==> config.mk <==
export PLATFORM = sky130hd
export DESIGN_NAME = mrfm_chan_packer
export DESIGN_NICKNAME = d
export VERILOG_FILES = /design/src/rtl/mrfm_pkg.sv /design/src/rtl/mrfm_packer_cfg.sv /design/src/rtl/mrfm_chan_packer.sv
export SDC_FILE = /design/constraint.sdc
export NUM_CORES = 1
export LEC_CHECK = 0
export BUFFER_PORTS_ARGS = -buffer_cell sky130_fd_sc_hd__buf_2
export CORE_MARGIN = 2
export CORE_UTILIZATION = 50
export CTS_CLUSTER_DIAMETER = 100
export CTS_CLUSTER_SIZE = 24
export DETAILED_ROUTE_END_ITERATION = 10
export GPL_TIMING_DRIVEN = 0
export PLACE_DENSITY = 0.77
export SYNTH_ARGS = -nofsm -noshare
export SYNTH_HDL_FRONTEND = slang
export SYNTH_SLANG_ARGS = --single-unit
==> constraint.sdc <==
create_clock -name clock -period 2.4 [get_ports clock]
set_input_delay 0.36 -clock clock [delete_from_list [all_inputs] [get_ports clock]]
set_output_delay 0.36 -clock clock [all_outputs]
set_load 0.005 [all_outputs]
==> src/rtl/mrfm_pkg.sv <==
// ---------------------------------------------------------------------------
// mrfm_pkg
// Shared definitions for the channel packer: packer FSM state type, config
// word field positions, the default settings-bus address of the config
// register, and the numchan clamp helper.
// ---------------------------------------------------------------------------
package mrfm_pkg;

    typedef enum logic {
        IDLE = 1'b0,
        SEND = 1'b1
    } pk_state_t;

    localparam int NUMCH_LSB   = 0;
    localparam int NUMCH_W     = 4;
    localparam int ENABLE_BIT  = 8;
    localparam int TESTPAT_BIT = 9;

    // Settings-bus address of the RX mux / packer config register.
    localparam logic [6:0] SR_ADDR_DEFAULT = 7'd30;

    // Raw numchan 0 means one channel; anything above the channel count
    // saturates to the channel count.
    function automatic int clamp_numchan(input logic [NUMCH_W-1:0] raw, input int num_ch);
        if (raw == '0) begin
            return 1;
        end
        if (int'(raw) > num_ch) begin
            return num_ch;
        end
        return int'(raw);
    endfunction

endpackage

==> src/rtl/mrfm_packer_cfg.sv <==
// ---------------------------------------------------------------------------
// mrfm_packer_cfg
// Settings-bus decode and config register for the channel packer.
// Optional feature macro: MRFM_PACKER_TESTPAT_EN (test-pattern bit stored).
// Ports:
//   clock, reset_n        clock / async active-low reset
//   serial_strobe/addr/data  settings-bus write
//   enable                config enable bit
//   testpat               config test-pattern bit (0 when feature absent)
//   numchan_eff           clamped channel count, 1..NUM_CH
// ---------------------------------------------------------------------------
module mrfm_packer_cfg
    import mrfm_pkg::*;
#(
    parameter int         NUM_CH  = 8,
    parameter logic [6:0] SR_ADDR = SR_ADDR_DEFAULT,
    parameter int         CNT_W   = $clog2(NUM_CH + 1)
) (
    input  logic             clock,
    input  logic             reset_n,
    input  logic             serial_strobe,
    input  logic [6:0]       serial_addr,
    input  logic [31:0]      serial_data,
    output logic             enable,
    output logic             testpat,
    output logic [CNT_W-1:0] numchan_eff
);

    logic [NUMCH_W-1:0] r_numchan;
    logic               r_enable;
    logic               w_wr;
    logic               w_unused_data;

    assign w_wr = serial_strobe && (serial_addr == SR_ADDR);

    always_ff @(posedge clock or negedge reset_n) begin
        if (!reset_n) begin
            r_numchan <= '0;
            r_enable  <= 1'b0;
        end else if (w_wr) begin
            r_numchan <= serial_data[NUMCH_LSB +: NUMCH_W];
            r_enable  <= serial_data[ENABLE_BIT];
        end
    end

`ifdef MRFM_PACKER_TESTPAT_EN
    logic r_testpat;

    always_ff @(posedge clock or negedge reset_n) begin
        if (!reset_n) begin
            r_testpat <= 1'b0;
        end else if (w_wr) begin
            r_testpat <= serial_data[TESTPAT_BIT];
        end
    end

    assign testpat       = r_testpat;
    assign w_unused_data = ^{serial_data[31:TESTPAT_BIT+1], serial_data[ENABLE_BIT-1:NUMCH_W]};
`else
    assign testpat       = 1'b0;
    assign w_unused_data = ^{serial_data[31:TESTPAT_BIT], serial_data[ENABLE_BIT-1:NUMCH_W]};
`endif

    assign enable      = r_enable;
    assign numchan_eff = CNT_W'(clamp_numchan(r_numchan, NUM_CH));

endmodule

==> src/rtl/mrfm_chan_packer.sv <==
// ---------------------------------------------------------------------------
// mrfm_chan_packer
// Latches NUM_CH parallel WIDTH-bit samples on strobe_in and serialises the
// first numchan of them onto a valid/ready stream. Sticky overrun flags
// frames dropped because a previous frame was still pending.
// Optional feature macro: MRFM_PACKER_TESTPAT_EN (test pattern + frame counter).
//
// state | meaning
// IDLE  | no frame pending, waiting for strobe_in with enable set
// SEND  | presenting shadow[idx] on the stream
//
// Ports:
//   clock, reset_n          clock / async active-low reset
//   serial_*                settings-bus write to config register
//   strobe_in, ch_in        frame capture pulse and channel samples
//   clear_status            clears overrun
//   out_data/chan/first/valid, out_ready   sample stream
//   overrun, busy           status
// ---------------------------------------------------------------------------
module mrfm_chan_packer
    import mrfm_pkg::*;
#(
    parameter int         NUM_CH  = 8,
    parameter int         WIDTH   = 16,
    parameter logic [6:0] SR_ADDR = SR_ADDR_DEFAULT
) (
    input  logic                      clock,
    input  logic                      reset_n,
    input  logic                      serial_strobe,
    input  logic [6:0]                serial_addr,
    input  logic [31:0]               serial_data,
    input  logic                      strobe_in,
    input  logic [NUM_CH*WIDTH-1:0]   ch_in,
    input  logic                      clear_status,
    output logic [WIDTH-1:0]          out_data,
    output logic [$clog2(NUM_CH)-1:0] out_chan,
    output logic                      out_first,
    output logic                      out_valid,
    input  logic                      out_ready,
    output logic                      overrun,
    output logic                      busy
);

    localparam int IDX_W = $clog2(NUM_CH);
    localparam int CNT_W = $clog2(NUM_CH + 1);

    pk_state_t                    r_state;
    pk_state_t                    w_state_nxt;
    logic [NUM_CH-1:0][WIDTH-1:0] r_shadow;
    logic [IDX_W-1:0]             r_idx;
    logic [IDX_W-1:0]             r_last_idx;
    logic                         r_overrun;

    logic                         w_enable;
    logic                         w_testpat;
    logic [CNT_W-1:0]             w_numchan_eff;
    logic [IDX_W-1:0]             w_last_idx_new;
    logic                         w_xfer;
    logic                         w_end;
    logic                         w_cap;
    logic                         w_drop;
    logic [WIDTH-1:0]             w_sample;

    mrfm_packer_cfg #(
        .NUM_CH  (NUM_CH),
        .SR_ADDR (SR_ADDR),
        .CNT_W   (CNT_W)
    ) u_cfg (
        .clock         (clock),
        .reset_n       (reset_n),
        .serial_strobe (serial_strobe),
        .serial_addr   (serial_addr),
        .serial_data   (serial_data),
        .enable        (w_enable),
        .testpat       (w_testpat),
        .numchan_eff   (w_numchan_eff)
    );

    // numchan_eff is at least 1, so the last index never underflows.
    assign w_last_idx_new = IDX_W'(w_numchan_eff - CNT_W'(1));

    assign w_xfer = (r_state == SEND) && out_ready;
    assign w_end  = w_xfer && (r_idx == r_last_idx);
    // A strobe landing on the final transfer starts the next frame with no bubble.
    assign w_cap  = strobe_in && w_enable && ((r_state == IDLE) || w_end);
    assign w_drop = strobe_in && (r_state == SEND) && !w_end;

    // State register
    always_ff @(posedge clock or negedge reset_n) begin
        if (!reset_n) begin
            r_state <= IDLE;
        end else begin
            r_state <= w_state_nxt;
        end
    end

    // Next-state logic
    always_comb begin
        w_state_nxt = r_state;
        case (r_state)
            IDLE: if (w_cap) w_state_nxt = SEND;
            SEND: if (w_end && !w_cap) w_state_nxt = IDLE;
            default: w_state_nxt = IDLE;
        endcase
    end

    // Capture, index and status registers
    always_ff @(posedge clock or negedge reset_n) begin
        if (!reset_n) begin
            r_shadow   <= '0;
            r_last_idx <= '0;
            r_idx      <= '0;
            r_overrun  <= 1'b0;
        end else begin
            if (w_cap) begin
                r_shadow   <= ch_in;
                r_last_idx <= w_last_idx_new;
                r_idx      <= '0;
            end else if (w_xfer) begin
                r_idx <= r_idx + IDX_W'(1);
            end
            // A new drop in the same cycle as a clear keeps the flag set.
            if (w_drop) begin
                r_overrun <= 1'b1;
            end else if (clear_status) begin
                r_overrun <= 1'b0;
            end
        end
    end

`ifdef MRFM_PACKER_TESTPAT_EN
    logic             r_tp;
    logic [WIDTH-5:0] r_frame_cnt;

    always_ff @(posedge clock or negedge reset_n) begin
        if (!reset_n) begin
            r_tp        <= 1'b0;
            r_frame_cnt <= '0;
        end else begin
            if (w_cap) begin
                r_tp <= w_testpat;
            end
            if (w_end) begin
                r_frame_cnt <= r_frame_cnt + 1'b1;
            end
        end
    end

    assign w_sample = r_tp ? {4'(r_idx), r_frame_cnt} : r_shadow[r_idx];
`else
    logic w_unused_tp;

    assign w_unused_tp = w_testpat;
    assign w_sample    = r_shadow[r_idx];
`endif

    // Output logic
    always_comb begin
        out_valid = 1'b0;
        busy      = 1'b0;
        out_first = 1'b0;
        out_data  = '0;
        out_chan  = '0;
        if (r_state == SEND) begin
            out_valid = 1'b1;
            busy      = 1'b1;
            out_first = (r_idx == '0);
            out_data  = w_sample;
            out_chan  = r_idx;
        end
    end

    assign overrun = r_overrun;

endmodule

==> After elaboration in Yosys (flattened, before gate mapping) <==
Cells that the tools add are included.
{ "word_totals": {"regBits": 141, "input_bits": 173, "out_inout_bits": 23} }
{ "classes": {"eq_ne": 2, "addsub": 2, "n_lt_le_gt_ge": 2, "bitwise": 1, "reduce_logical": 15, "n_mux": 20} }
{ "op_table": {"columns": ["op", "n"], "rows": [
  ["16-bit binary-select mux with 3-bit select", 1],
  ["16-bit two-way mux", 2],
  ["3-bit two-way mux", 5],
  ["1-bit two-way mux", 11],
  ["1-bit logical AND", 8],
  ["7-bit by 5-bit == test with 1-bit output, second input constant", 1],
  ["4-bit greater-than comparator, second input constant", 1],
  ["4-bit logical NOT", 1],
  ["3-bit by 4-bit < comparator with 1-bit output, second input constant", 1],
  ["2-bit nonzero test", 2],
  ["3-bit by 1-bit adder with 3-bit output, second input constant", 1],
  ["3-bit == test", 1],
  ["3-bit logical NOT", 1],
  ["3-bit by 1-bit subtractor with 3-bit output, second input constant", 1],
  ["1-bit logical NOT", 2],
  ["1-bit one-hot mux with 2 select lines", 1],
  ["1-bit logical OR", 1],
  ["1-bit inverter", 1]
]} }

==> Depth between registers and ports, before layout <==
Gate-level depths: netlist (run 1).
{ "depth": {"ltp_word": 8, "ltp_mapped": 8, "ltp_nobuf": 5} }

==> By module <==
A second synthesis (run 1) with hierarchy kept.
{ "hier_totals": {"hier_cells": 421, "area_unflattened_um2": 6611.3} }
{ "modules_own_cells": {"columns": ["mod", "seq_area_each_um2", "instances", "cells_each", "area_each_um2"], "rows": [
  ["mrfm_chan_packer", 3403.3, 1, 400, 6309.8],
  ["mrfm_packer_cfg", 125.1, 1, 21, 301.5]
]} }

==> Worst setup path after synthesis (run 1) <==
No wires, ideal clock.
{ "synth_timing": {"kind": "register to register", "start": "register r_idx[0]", "end": "register r_last_idx[0]", "arrival_time_ns": 1.723, "path_slack_ns": 0.552, "setup_ns": 0.125, "path_stages_with_launch": 9, "required_ns": 2.275, "path_cell_list": "dfrtp_1 > buf_6 > xnor2_1 > nand2_1 > o31a_1 > buf_2 > buf_6 > buf_6 > mux2_4"} }
{ "synth_via": {"elab_chain_cells": 4} }
{ "synth_rtl": {"columns": ["item", "line_no", "source"], "rows": [
  ["from (decl)", "mrfm_chan_packer.sv:50", "logic [IDX_W-1:0] r_idx;"],
  ["from (signal assigned)", "mrfm_chan_packer.sv:120", "r_idx <= r_idx + IDX_W'(1);"],
  ["3-bit == test", "mrfm_chan_packer.sv:83", "assign w_end = w_xfer && (r_idx == r_last_idx);"],
  ["1-bit logical AND", "mrfm_chan_packer.sv:83", null],
  ["1-bit logical OR", "mrfm_chan_packer.sv:85", "assign w_cap = strobe_in && w_enable && ((r_state == IDLE) || w_end);"],
  ["1-bit logical AND", "mrfm_chan_packer.sv:85", null],
  ["to (signal assigned)", "mrfm_chan_packer.sv:117", "r_last_idx <= w_last_idx_new;"],
  ["to (decl)", "mrfm_chan_packer.sv:51", "logic [IDX_W-1:0] r_last_idx;"]
]} }
No other way between the ends.
A chain may end at the register's enable or synchronous reset.

==> Final worst setup path (run 1) <==
{ "layout_timing": {"start": "register r_idx[0]", "end": "output out_data[7]"} }
{ "layout_via": {"elab_chain_cells": 3} }
{ "layout_rtl": {"columns": ["item", "line_no", "source"], "rows": [
  ["16-bit binary-select mux with 3-bit select", "mrfm_chan_packer.sv:154", "assign w_sample = r_shadow[r_idx];"],
  ["16-bit two-way mux (implied by the code)", "mrfm_chan_packer.sv:154", null],
  ["16-bit two-way mux", "mrfm_chan_packer.sv:164", "if (r_state == SEND) begin"],
  ["to (decl)", "mrfm_chan_packer.sv:35", "output logic [WIDTH-1:0] out_data,"]
]} }
No other way between the ends. The select of a mux whose other input is x is not followed.

==> impl_table.tex, run 1 <==
\begin{tabular}{lr}
\hline
Metric & Value \\
\hline
\multicolumn{2}{l}{\textbf{Yosys}} \\
\quad Top-count cell post-synth & dfrtp\_1 \\
\quad Area share of the leading cell type in the synthesized netlist & 52.44\% \\
\quad Portion of the post-synthesis area used by sequential elements & 52.44\% \\
\quad Yosys reg bits & 141 \\
\quad Largest area contributor in the netlist & dfrtp\_1 \\
\quad Mean post-synth cell area & between 15 and 20 µm² \\
\quad Post-Synthesis Cells & about 430 \\
\quad Area of the mapped netlist & 6729 µm² \\
\quad Synth Flop Type & dfrtp\_1 \\
\quad Commonest cells post-synth & 141 x dfrtp\_1, 68 x mux2\_2, 67 x mux2\_4 \\
\quad Nets in the synthesized netlist & 604 \\
\quad Unique cell type count in the Yosys netlist & 29 \\
\quad Number of enable flip-flop cells after synthesis & 0 \\
\quad Main area contributors after synthesis & dfrtp\_1 52\%, mux2\_4 15\%, mux2\_2 11\%, mux4\_2 11\%, nand2\_1 2.2\% \\
\quad Total number of yosys warnings & 0 \\
\quad Async set-reset flop share out of synthesis & 100.0\% \\
\multicolumn{2}{l}{\textbf{Final layout}} \\
\quad Post-layout nets & 801 \\
\quad Layout overhead on the synthesized area & 29.64\% \\
\quad Antenna diode instance count & 0 \\
\quad Final instance count without filler cells & 814 \\
\quad Util after Layout & between 60 and 70\% \\
\quad Final instance area & between 8000 and 9000 µm² \\
\quad Fraction of final layout cells with drive strength greater than 1 & 65.52\% \\
\quad Fillcell total & 973 \\
\multicolumn{2}{l}{\textbf{Timing}} \\
\quad Transition at the pin with the smallest max-transition slack & 0.7246 ns \\
\quad Time the final worst path needs with I/O delays and setup & 2.374 ns \\
\quad Unrepaired setup endpoints after global routing & yes \\
\quad Final critical-path share of the clock period & 98.92\% \\
\quad Setup violators final & 0 \\
\quad Pins Over Slew Limit & 0 \\
\quad Maximum achievable frequency & 0.4212 GHz \\
\quad Worst Skew & 0.008415 ns \\
\quad Smallest hold slack & -0.02665 ns \\
\quad Hold Fails Final Rpt & 31 \\
\quad Remaining max-slew budget at the tightest pin & between 50\% and 60\% \\
\multicolumn{2}{l}{\textbf{Clock network}} \\
\quad Post-CTS Hold Fix Bufs & 0 \\
\quad Clock tree buffer depth & 2 \\
\quad Number of buffers created by CTS & 17 \\
\quad Number of clock sinks & 141 \\
\quad CTS tree & yes \\
\quad CTS H-tree lvls & 4 \\
\quad Clock transition at path regs & 0.06 ns \\
\quad Buffer type at the clock tree root & clkbuf\_16 \\
\quad Clk\_lat worst skew & 0.42 ns \\
\multicolumn{2}{l}{\textbf{Placed design}} \\
\quad Gp weighted congestion & 0.8157 \\
\quad Cell total after placement & 773 \\
\quad Placed standard-cell area & between 7000 and 8000 µm² \\
\quad Detailed Place HPWL & about 12 mm \\
\quad Port Buffer Count & 168 \\
\multicolumn{2}{l}{\textbf{Detailed routing}} \\
\quad Drt initial violations & between 300 and 400 \\
\quad Number of detailed-route iterations in the first pass & 4 \\
\quad Via count & $\sim$4400 \\
\quad Number of DRC violations after detailed routing & 0 \\
\quad Drt total wl & 17.60 mm \\
\quad Number of routed nets with antenna violations & 0 \\
\quad Via density & $\sim$5.4 \\
\quad Average wire per standard cell & approximately 22 µm \\
\multicolumn{2}{l}{\textbf{GRT}} \\
\quad Vias in the first global route & 4818 \\
\quad Number of antenna violations at the first check in global routing & 0 \\
\quad Residual overflow from global routing & 0 \\
\quad Maximum number of pins on one net before global-route repair & 80 \\
\quad First-pass GRT wire length & roughly 27 mm \\
\quad Overall Global Routing Usage & 25.20\% \\
\multicolumn{2}{l}{\textbf{Setup path}} \\
\quad Cells along the critical path & buf\_12 -> clkbuf\_16 -> mux4\_2 -> nand2\_1 -> a21boi\_1 -> buf\_2 \\
\quad Buf/Inv on CP & 3 \\
\quad Logic depth of the worst path, buffers included & 6 \\
\quad Critical path class & flop to output pin \\
\quad Type of destination of the critical path & output pin \\
\quad Max stage delay cell, worst path & mux4\_2 \\
\quad Worst reg2reg path depth & 9 \\
\quad Arrival time reported for the critical path endpoint & 2.01 ns \\
\quad CP Data Required Time & 2.04 ns \\
\quad Register-to-Register Setup Slack & 0.15 ns \\
\quad Largest fanout on the critical path & 5 \\
\quad Highest cell delay on the worst timing path & around 0.55 ns \\
\quad Cell class contributing the biggest share of worst-path delay & multiplexers \\
\quad CP Launch Type & flop \\
\multicolumn{2}{l}{\textbf{Die}} \\
\quad Die height & around 120 µm \\
\quad DIE AREA & 14400 µm² \\
\quad Initial standard-cell utilization of the core & 51.01\% \\
\quad Cell row count & 42 \\
\quad I/O pin cnt & 196 \\
\quad Std-Cell Core Area & 13190 µm² \\
\quad Die Span X & 120.0 µm \\
\multicolumn{2}{l}{\textbf{Outcome}} \\
\quad Violated checks & hold timing \\
\quad Status & complete, but fails checks \\
\multicolumn{2}{l}{\textbf{Hold path}} \\
\quad Tightest Hold Check Type & input port to asynchronous set/reset pin \\
\multicolumn{2}{l}{\textbf{Run}} \\
\quad Number of max-cap violations & 0 \\
\multicolumn{2}{l}{\textbf{Power}} \\
\quad Leakage power figure & 0.004376 µW \\
\quad Max VDD drop & 0.5826 mV \\
\quad Power Density & 1259 nW/µm² \\
\quad Design Power & 10980 µW \\
\hline
\end{tabular}
[per-layer routing]
layer | GRT usage [%] | share of wire (%) | vias to the layer above
li1 | - | - | 1949
met1 | 32.47 | 42 | 2278
met5 | 0 | 0 | -
met3 | 8.508 | 7.5 | 13
met2 | 41.58 | 49 | 173
met4 | 5.588 | 0.94 | 0
[worst reg2reg max path: stages, from the launching register on]
cell       delay, ns
dfrtp_2         0.45
clkbuf_16       0.18
buf_4           0.13
xnor2_1         0.14
nand2_1         0.09
o31a_1          0.30
buf_2           0.18
buf_6           0.17
buf_6           0.18
mux2_4          0.31
[power by group]
part / switching, µW / internal [µW] / total [µW] / leakage [µW]
Clock: 1000 / 1820 / 2820 / 0.000309
Sequential: 627 / 3460 / 4090 / 0.00178
Combinational: 1530 / 2540 / 4070 / 0.00229
Total: 3160 / 7820 / 11000 / 0.00438
[cell type report]
class,count,area (µm²),share of cell area (%)
clock inverters,11,163.9,1.879
flip-flops and latches,141,3530,40.46
plain buffers,29,281.5,3.227
well taps,176,220.2,2.524
inverters,5,20.02,0.2295
clock buffers,21,470.5,5.393
repair buffers,178,1016,11.65
multi-input cells,253,3022,34.64
[flip-flops by register name, indices dropped and copies added (netlist names)]
name and count:
r_state 1, r_last_idx 3, u_cfg.r_numchan 4, r_shadow 128
overrun 1, r_idx 3, u_cfg.enable 1
[path summary, 6_finish.rpt]
kind,from,to
worst min-delay path,reset_n,r_shadow[11]$_DFFE_PN0P_
worst min register to register,r_shadow[95]$_DFFE_PN0P_,r_shadow[95]$_DFFE_PN0P_
max in group asynchronous,reset_n,r_idx[0]$_DFFE_PN0P_
worst max register to register,r_idx[0]$_DFFE_PN0P_,r_shadow[106]$_DFFE_PN0P_
worst max-delay path,r_idx[0]$_DFFE_PN0P_,out_data[7]
min in group clock,clear_status,overrun$_DFFE_PN0P_
[repair_timing]
item                                    CTS  global route
resized for setup                        23            32
buffers inserted                          3             2
pin swaps                                 1             9
endpoints found under the setup margin   17            16
gates cloned                              0             4
hold endpoints to repair                  0             0
[stage by stage]
stage / setup TNS [ns] / setup WS [ns]
3_5_place_dp: -0.1372 / -0.1040
2_1_floorplan: 0 / 0.5516
3_3_place_gp: -119.78 / -0.8570
5_1_grt: -0.1054 / -0.02553
6_report: 0 / 0.02588
4_1_cts: -0.002551 / -0.002551
[cells in the final DEF (no fill, tap or decap), types with 3 or more instances in the layout]
cell / count
xnor2_1: 5
mux2_2: 68
buf_12: 3
buf_2: 175
bufinv_16: 4
a21boi_0: 5
nand2_2: 9
clkbuf_1: 3
clkbuf_8: 4
inv_1: 4
clkinv_2: 5
nand3_1: 3
a21boi_2: 3
and2_1: 4
buf_6: 10
nand2_1: 30
clkbuf_16: 21
nor2_1: 3
mux2_4: 67
mux4_2: 32
ha_1: 3
a21boi_1: 9
dfrtp_1: 140
buf_4: 7
[logic make-up after synthesis]
family,count (synthesis),synth area share [%]
flip-flops,141,52.44
AND/OR/NAND/NOR,55,3.589
adder cells (fa/ha/maj),3,0.5579
AO/OA/AOI/OAI,22,2.417
XOR/XNOR,5,0.6508
multiplexers,168,37.19
buffers and inverters,34,3.161
(Power assumes the default switching activity.)
==> inputs of run 2 (changes only) <==
--- a/config.mk
+++ b/config.mk
@@ -12,6 +12,7 @@
 export CTS_CLUSTER_SIZE = 24
 export DETAILED_ROUTE_END_ITERATION = 10
 export GPL_TIMING_DRIVEN = 0
+export HOLD_SLACK_MARGIN = 0.15
 export PLACE_DENSITY = 0.77
 export SYNTH_ARGS = -nofsm -noshare
 export SYNTH_HDL_FRONTEND = slang
==> impl_table.tex, run 2 (same netlist as run 1, synthesis figures left out) <==
\begin{tabular}{lr}
\hline
Metric & Value \\
\hline
\multicolumn{2}{l}{\textbf{Outcome}} \\
\quad Status & finished clean \\
\multicolumn{2}{l}{\textbf{Setup path}} \\
\quad Max stage delay cell, worst path & mux4\_2 \\
\quad Arrival time reported for the critical path endpoint & about 2.0 ns \\
\quad CP Data Required Time & around 2 ns \\
\quad Type of destination of the critical path & output pin \\
\quad Worst reg2reg path depth & 9 \\
\quad Buf/Inv on CP & 3 \\
\quad Cells along the critical path & buf\_12 -> clkbuf\_16 -> mux4\_2 -> nand2\_1 -> a21boi\_1 -> buf\_2 \\
\quad Highest cell delay on the worst timing path & between 0.5 and 0.6 ns \\
\quad Critical path class & flop to output pin \\
\quad Cell class contributing the biggest share of worst-path delay & multiplexers \\
\quad End of the worst register-to-register path & r\_shadow[70]\$\_DFFE\_PN0P\_ \\
\quad Register-to-Register Setup Slack & 0.15 ns \\
\quad Largest fanout on the critical path & 5 \\
\quad R2R Path Start & r\_idx[0]\$\_DFFE\_PN0P\_ \\
\quad CP Launch Type & flop \\
\multicolumn{2}{l}{\textbf{GRT}} \\
\quad Overall Global Routing Usage & between 20\% and 30\% \\
\quad Number of antenna violations at the first check in global routing & 0 \\
\quad Vias in the first global route & 4838 \\
\quad Residual overflow from global routing & 0 \\
\quad First-pass GRT wire length & around 27 mm \\
\quad Maximum number of pins on one net before global-route repair & 80 \\
\multicolumn{2}{l}{\textbf{Final layout}} \\
\quad Biggest regs & r\_shadow (128), u\_cfg.r\_numchan (4) \\
\quad Post-layout nets & $\sim$800 \\
\quad Flip-flop count of the largest register after layout & 128 \\
\quad Commonest non-fill, non-tap cells in the layout & 175 x buf\_2, 140 x dfrtp\_1, 68 x mux2\_2, 67 x mux2\_4, 32 x mux4\_2 \\
\quad Final instance count without filler cells & 816 \\
\quad Layout overhead on the synthesized area & 29.94\% \\
\quad Antenna diode instance count & 0 \\
\quad Most common cell after layout, fill and taps aside & buf\_2 \\
\quad Biggest register & r\_shadow \\
\quad Fraction of final layout cells with drive strength greater than 1 & between 60\% and 70\% \\
\quad Final instance area & between 8000 and 9000 µm² \\
\multicolumn{2}{l}{\textbf{Power}} \\
\quad Portion of total power attributed to the clock network & roughly 26\% \\
\quad Part of the total power dissipated in combinational logic & 37.1\% \\
\quad Seq pwr share & 37.3\% \\
\quad Internal Dissipation & 7822 µW \\
\quad Switching Fraction & 28.79\% \\
\quad Power Density & about 1300 nW/µm² \\
\quad Leakage power figure & 0.004384 µW \\
\quad Switching power total & 3163 µW \\
\quad Max VDD drop & 0.5789 mV \\
\multicolumn{2}{l}{\textbf{Detailed routing}} \\
\quad Average wire per standard cell & 21.71 µm \\
\quad Number of DRC violations after detailed routing & 0 \\
\quad Via density & 5.407 \\
\quad Drt total wl & 17.72 mm \\
\quad Number of routed nets with antenna violations & 0 \\
\quad Via count & $\sim$4400 \\
\quad Number of detailed-route iterations in the first pass & 4 \\
\quad Drt initial violations & 317 \\
\multicolumn{2}{l}{\textbf{Timing}} \\
\quad Time the final worst path needs with I/O delays and setup & around 2.4 ns \\
\quad Setup violators final & 0 \\
\quad Pins Over Slew Limit & 0 \\
\quad Unrepaired setup endpoints after global routing & yes \\
\quad Summed negative setup slack over all endpoints & 0 ns \\
\quad Maximum achievable frequency & 0.4203 GHz \\
\quad Hold Fails Final Rpt & 0 \\
\quad Transition at the pin with the smallest max-transition slack & 0.7233 ns \\
\quad Worst Skew & 0.008569 ns \\
\quad Remaining max-slew budget at the tightest pin & 51.78\% \\
\quad Final critical-path share of the clock period & 99.14\% \\
\multicolumn{2}{l}{\textbf{Clock network}} \\
\quad CTS tree & yes \\
\quad CTS H-tree lvls & 4 \\
\quad Buffer type at the clock tree root & clkbuf\_16 \\
\quad Clock transition at path regs & 0.06 ns \\
\quad Clk\_lat worst skew & 0.42 ns \\
\quad Number of clock sinks & between 100 and 150 \\
\quad Clock tree buffer depth & 2 \\
\quad Number of buffers created by CTS & 17 \\
\multicolumn{2}{l}{\textbf{Die}} \\
\quad Die height & 120.0 µm \\
\quad I/O pin cnt & 196 \\
\quad Std-Cell Core Area & around 13000 µm² \\
\quad Cell row count & 42 \\
\quad Initial standard-cell utilization of the core & 51.01\% \\
\quad DIE AREA & 14400 µm² \\
\quad Die Span X & 120.0 µm \\
\multicolumn{2}{l}{\textbf{Placed design}} \\
\quad Gp weighted congestion & 0.8157 \\
\quad Cell total after placement & 773 \\
\quad Detailed Place HPWL & 12.31 mm \\
\quad Port Buffer Count & 168 \\
\quad Placed standard-cell area & 7824 µm² \\
\multicolumn{2}{l}{\textbf{Hold path}} \\
\quad Tightest Hold Check Type & input port to flop \\
\quad Capture endpoint of the worst hold path & r\_shadow[9]\$\_DFFE\_PN0P\_ \\
\quad Hold path startpoint & ch\_in[9] \\
\quad Worst Hold Depth & 2 \\
\multicolumn{2}{l}{\textbf{Run}} \\
\quad Number of max-cap violations & 0 \\
\hline
\end{tabular}
## run 2: worst reg2reg max path, cell delays in order (launching register included)
cell and delay (ns):
dfrtp_2 0.45, clkbuf_16 0.18, buf_4 0.13, xnor2_1 0.14, nand2_1 0.09, o31a_1 0.30
buf_2 0.18, buf_6 0.17, buf_6 0.17, mux2_4 0.32
## run 2: metal layers
layer / global-route usage, % / share of wire (%) / routed length (µm)
met5: 0 / 0 / 0
met4: 5.588 / 0.93 / 164
met3: 8.508 / 7.5 / 1321
met2: 41.80 / 49 / 8741
met1: 32.47 / 42 / 7487
## run 2: repair_timing
item | 4_1_cts | 5_1_grt
hold buffers | 2 | 0
endpoints found under the hold margin | 79 | 0
cloned | 0 | 4
gates resized for setup | 23 | 32
endpoints found under the setup margin | 17 | 16
buffers inserted | 3 | 2
pin swaps | 1 | 9
## run 2: layout make-up
cell class	count	area, µm²
Fill cell	972	4447
Sequential cell	141	3530
Multi-Input combinational cell	253	3022
Timing Repair Buffer	180	1036
Clock buffer	21	470.5
Buffer	29	281.5
Tap cell	176	220.2
Clock inverter	11	163.9
Inverter	5	20.02
## run 2: worst max path at each step
stage / from / endpoint / cells past startpoint
detailed placement: r_idx[1]$_DFFE_PN0P_ / out_first / 7
global route: r_idx[0]$_DFFE_PN0P_ / out_data[7] / 6
finish: r_idx[0]$_DFFE_PN0P_ / out_data[7] / 6
CTS: r_idx[0]$_DFFE_PN0P_ / out_data[10] / 6
global placement: reset_n / u_cfg.r_numchan[1]$_DFFE_PN0P_ / 1
floorplan: r_idx[0]$_DFFE_PN0P_ / r_last_idx[0]$_DFFE_PN0P_ / 8
## run 2: power groups by stage
stage               clock (µW)  combinational (µW)  sequential [µW]
floorplan                    0                2680             3850
global placement             0                3480             3990
detailed placement           0                3590             4080
CTS                       2840                3760             4060
global route              2950                4320             4200
finish                    2820                4080             4090
## run 2: per-stage QoR
step,total power (µW),utilization (%),hold slack (ns),setup slack [ns]
2_1_floorplan,6537,-,0.06441,0.5516
3_3_place_gp,7468,59.06,0.4828,-0.8570
3_5_place_dp,7670,59.32,0.4384,-0.1040
4_1_cts,10660,64.95,0.1602,-0.002551
5_1_grt,11470,66.29,0.1598,-0.02553
6_report,10990,66.29,0.1693,0.02056
==> inputs of run 3 (changes only) <==
--- a/config.mk
+++ b/config.mk
@@ -7,13 +7,13 @@
 export LEC_CHECK = 0
 export BUFFER_PORTS_ARGS = -buffer_cell sky130_fd_sc_hd__buf_2
 export CORE_MARGIN = 2
-export CORE_UTILIZATION = 50
+export CORE_UTILIZATION = 47
 export CTS_CLUSTER_DIAMETER = 100
 export CTS_CLUSTER_SIZE = 24
 export DETAILED_ROUTE_END_ITERATION = 10
 export GPL_TIMING_DRIVEN = 0
 export HOLD_SLACK_MARGIN = 0.15
-export PLACE_DENSITY = 0.77
+export PLACE_DENSITY = 0.76
 export SYNTH_ARGS = -nofsm -noshare
 export SYNTH_HDL_FRONTEND = slang
 export SYNTH_SLANG_ARGS = --single-unit
==> constraint.sdc (replaced) <==
create_clock -name clock -period 2.1 [get_ports clock]
set_input_delay 0.315 -clock clock [delete_from_list [all_inputs] [get_ports clock]]
set_output_delay 0.315 -clock clock [all_outputs]
set_load 0.005 [all_outputs]
==> impl_table.tex, run 3 (same netlist as run 1, synthesis figures left out) <==
\begin{tabular}{lr}
\hline
Metric & Value \\
\hline
\multicolumn{2}{l}{\textbf{Placed design}} \\
\quad Port Buffer Count & $\sim$170 \\
\quad Placed standard-cell area & 7829 µm² \\
\quad Gp weighted congestion & 0.7908 \\
\quad Worst slack at placement & -0.3152 ns \\
\quad Detailed Place HPWL & 12.28 mm \\
\quad Cell total after placement & $\sim$780 \\
\multicolumn{2}{l}{\textbf{Timing}} \\
\quad Time the final worst path needs with I/O delays and setup & 2.354 ns \\
\quad Maximum achievable frequency & 0.4249 GHz \\
\quad Setup violators final & 87 \\
\quad Remaining max-slew budget at the tightest pin & 65.29\% \\
\quad Hold Fails Final Rpt & 0 \\
\quad Final critical-path share of the clock period & 112.1\% \\
\quad Final critical-path setup slack & -0.2536 ns \\
\quad Pins Over Slew Limit & 0 \\
\quad Summed negative setup slack over all endpoints & -7.897 ns \\
\quad Transition at the pin with the smallest max-transition slack & roughly 0.52 ns \\
\quad Worst Skew & 0.01155 ns \\
\quad Unrepaired setup endpoints after global routing & yes \\
\multicolumn{2}{l}{\textbf{Setup path}} \\
\quad CP Data Required Time & 1.78 ns \\
\quad Largest fanout on the critical path & 8 \\
\quad Critical Path Most Common Cell & buf\_12 \\
\quad Arrival time reported for the critical path endpoint & just over 2 ns \\
\quad Cells along the critical path & buf\_12 -> buf\_12 -> mux4\_2 -> nand2\_2 -> a21boi\_2 -> buf\_2 \\
\quad Critical path class & flop to output pin \\
\quad Max stage delay cell, worst path & mux4\_2 \\
\quad Highest cell delay on the worst timing path & around 0.55 ns \\
\quad Type of destination of the critical path & output pin \\
\quad CP Launch Type & flop \\
\multicolumn{2}{l}{\textbf{Die}} \\
\quad Cell row count & 43 \\
\quad Std-Cell Core Area & 13930 µm² \\
\quad I/O pin cnt & 196 \\
\quad Initial standard-cell utilization of the core & 48.29\% \\
\quad DIE AREA & 15290 µm² \\
\quad Die height & 123.7 µm \\
\quad Die Span X & 123.7 µm \\
\multicolumn{2}{l}{\textbf{Final layout}} \\
\quad Post-layout nets & 948 \\
\quad Flip-flop count of the largest register after layout & about 130 \\
\quad Most common cell after layout, fill and taps aside & buf\_2 \\
\quad Fraction of final layout cells with drive strength greater than 1 & 56.94\% \\
\quad Util after Layout & 74.58\% \\
\quad Final instance area & a little over 10000 µm² \\
\quad Layout overhead on the synthesized area & 54.44\% \\
\quad Commonest non-fill, non-tap cells in the layout & 170 x buf\_2, 141 x dfrtp\_1, 134 x dlygate4sd3\_1, 68 x mux2\_2, 67 x mux2\_4 \\
\quad Biggest register & r\_shadow \\
\quad Final instance count without filler cells & around 970 \\
\quad Biggest regs & r\_shadow (128), u\_cfg.r\_numchan (4) \\
\multicolumn{2}{l}{\textbf{Clock network}} \\
\quad CTS H-tree lvls & 4 \\
\quad Buffer type at the clock tree root & clkbuf\_16 \\
\quad Clock tree buffer depth & 2 \\
\quad Number of buffers created by CTS & 17 \\
\quad CTS tree & yes \\
\quad Number of clock sinks & between 100 and 150 \\
\quad Clock transition at path regs & 0.06 ns \\
\quad Clk\_lat worst skew & 0.43 ns \\
\multicolumn{2}{l}{\textbf{Power}} \\
\quad Power Density & 1230 nW/µm² \\
\quad Max VDD drop & around 0.76 mV \\
\quad Leakage power figure & 0.005089 µW \\
\multicolumn{2}{l}{\textbf{Detailed routing}} \\
\quad Drt total wl & 21.16 mm \\
\quad Via density & 5.237 \\
\quad Via count & 5059 \\
\quad Number of DRC violations after detailed routing & 0 \\
\quad Drt initial violations & 346 \\
\quad Number of routed nets with antenna violations & 0 \\
\quad Average wire per standard cell & 21.91 µm \\
\quad Number of detailed-route iterations in the first pass & 4 \\
\multicolumn{2}{l}{\textbf{GRT}} \\
\quad Most used routing layer & met2 \\
\quad Residual overflow from global routing & 0 \\
\quad Vias in the first global route & 5583 \\
\quad Met1 global-route usage & 34.88\% \\
\quad Maximum number of pins on one net before global-route repair & 102 \\
\quad Routing usage on met3 & 6.319\% \\
\quad Fraction of met2 tracks used by global routing & 49.73\% \\
\quad Overall Global Routing Usage & between 20 and 30\% \\
\quad Number of antenna violations at the first check in global routing & 1 \\
\quad First-pass GRT wire length & about 31 mm \\
\multicolumn{2}{l}{\textbf{Run}} \\
\quad Number of max-cap violations & 0 \\
\multicolumn{2}{l}{\textbf{Outcome}} \\
\quad Status & complete, but fails checks \\
\quad Violated checks & setup timing \\
\multicolumn{2}{l}{\textbf{Hold path}} \\
\quad Tightest Hold Check Type & input port to flop \\
\hline
\end{tabular}
-- run 3: cell types whose count changed in the layout (fill, tap and decap cells not counted), sizes merged --
cell,delta
buf,+9
bufinv,-3
clkbuf,+5
clkinvlp,+2
diode,+1
dlygate4sd3,+132
-- run 3: path summary, 6_finish.rpt --
check | from | end | slack (ns) | cells after the start
max | r_idx[0]$_DFFE_PN0P_ | out_data[4] | -0.25 | 6
min | ch_in[20] | r_shadow[20]$_DFFE_PN0P_ | 0.16 | 2
max reg2reg | r_idx[0]$_DFFE_PN0P_ | r_shadow[100]$_DFFE_PN0P_ | -0.08 | 9
min reg2reg | r_shadow[56]$_DFFE_PN0P_ | r_shadow[56]$_DFFE_PN0P_ | 0.50 | 1
max in group asynchronous | reset_n | r_shadow[104]$_DFFE_PN0P_ | 0.90 | 3
min in group asynchronous | reset_n | r_shadow[8]$_DFFE_PN0P_ | 0.37 | 2
-- run 3: critical path, delay by kind of cell, from the launching register on --
| family | cells | cell delay (ns) |
|---|---|---|
| AOI/OAI and AO/OA | 1 | 0.05 |
| buffers and inverters | 3 | 0.45 |
| DFF | 1 | 0.41 |
| muxes | 1 | 0.55 |
| and+or+nand+nor | 1 | 0.14 |
-- run 3: repair_timing --
| item | in CTS | in global routing |
|---|---|---|
| pin swaps | 12 | 14 |
| endpoints found under the hold margin | 170 | 2 |
| endpoints found under the setup margin | 20 | 146 |
| hold buffers | 132 | 2 |
| gates cloned | 3 | 9 |
| resized for setup | 62 | 46 |
| setup buffers | 5 | 6 |
-- run 3: stage by stage --
step                      hold WS (ns)  total power, µW
after global routing            0.1574            13350
after floorplan                0.01941             7471
after global placement          0.4831             8538
after detailed placement        0.2544             8752
after CTS                       0.1515            12430
final                           0.1614            12780
-- run 3: power breakdown --
group / leakage [µW] / internal, µW / total (µW) / switching (µW)
clock network: 0.000274 / 1750 / 2920 / 1170
registers: 0.00178 / 3960 / 4720 / 761
logic: 0.00304 / 3210 / 5150 / 1940
total: 0.00509 / 8920 / 12800 / 3870
-- run 3: area by class of cell --
cell class / instances / area (µm²)
Sequential cell: 141 / 3528
Tap cell: 180 / 225.2
Multi-Input combinational cell: 253 / 3084
Clock inverter: 10 / 88.84
Clock buffer: 22 / 484.2
Buffer: 29 / 377.9
Inverter: 5 / 22.52
Antenna cell: 1 / 2.502
Fill cell: 814 / 3542
Timing Repair Buffer: 325 / 2579
-- run 3: per-layer routing --
metal  part of all wire, %  up-vias
met4                   1.3        0
met3                   5.9       28
met1                    41     2589
met5                     0        -
met2                    52      198
li1                      -     2244
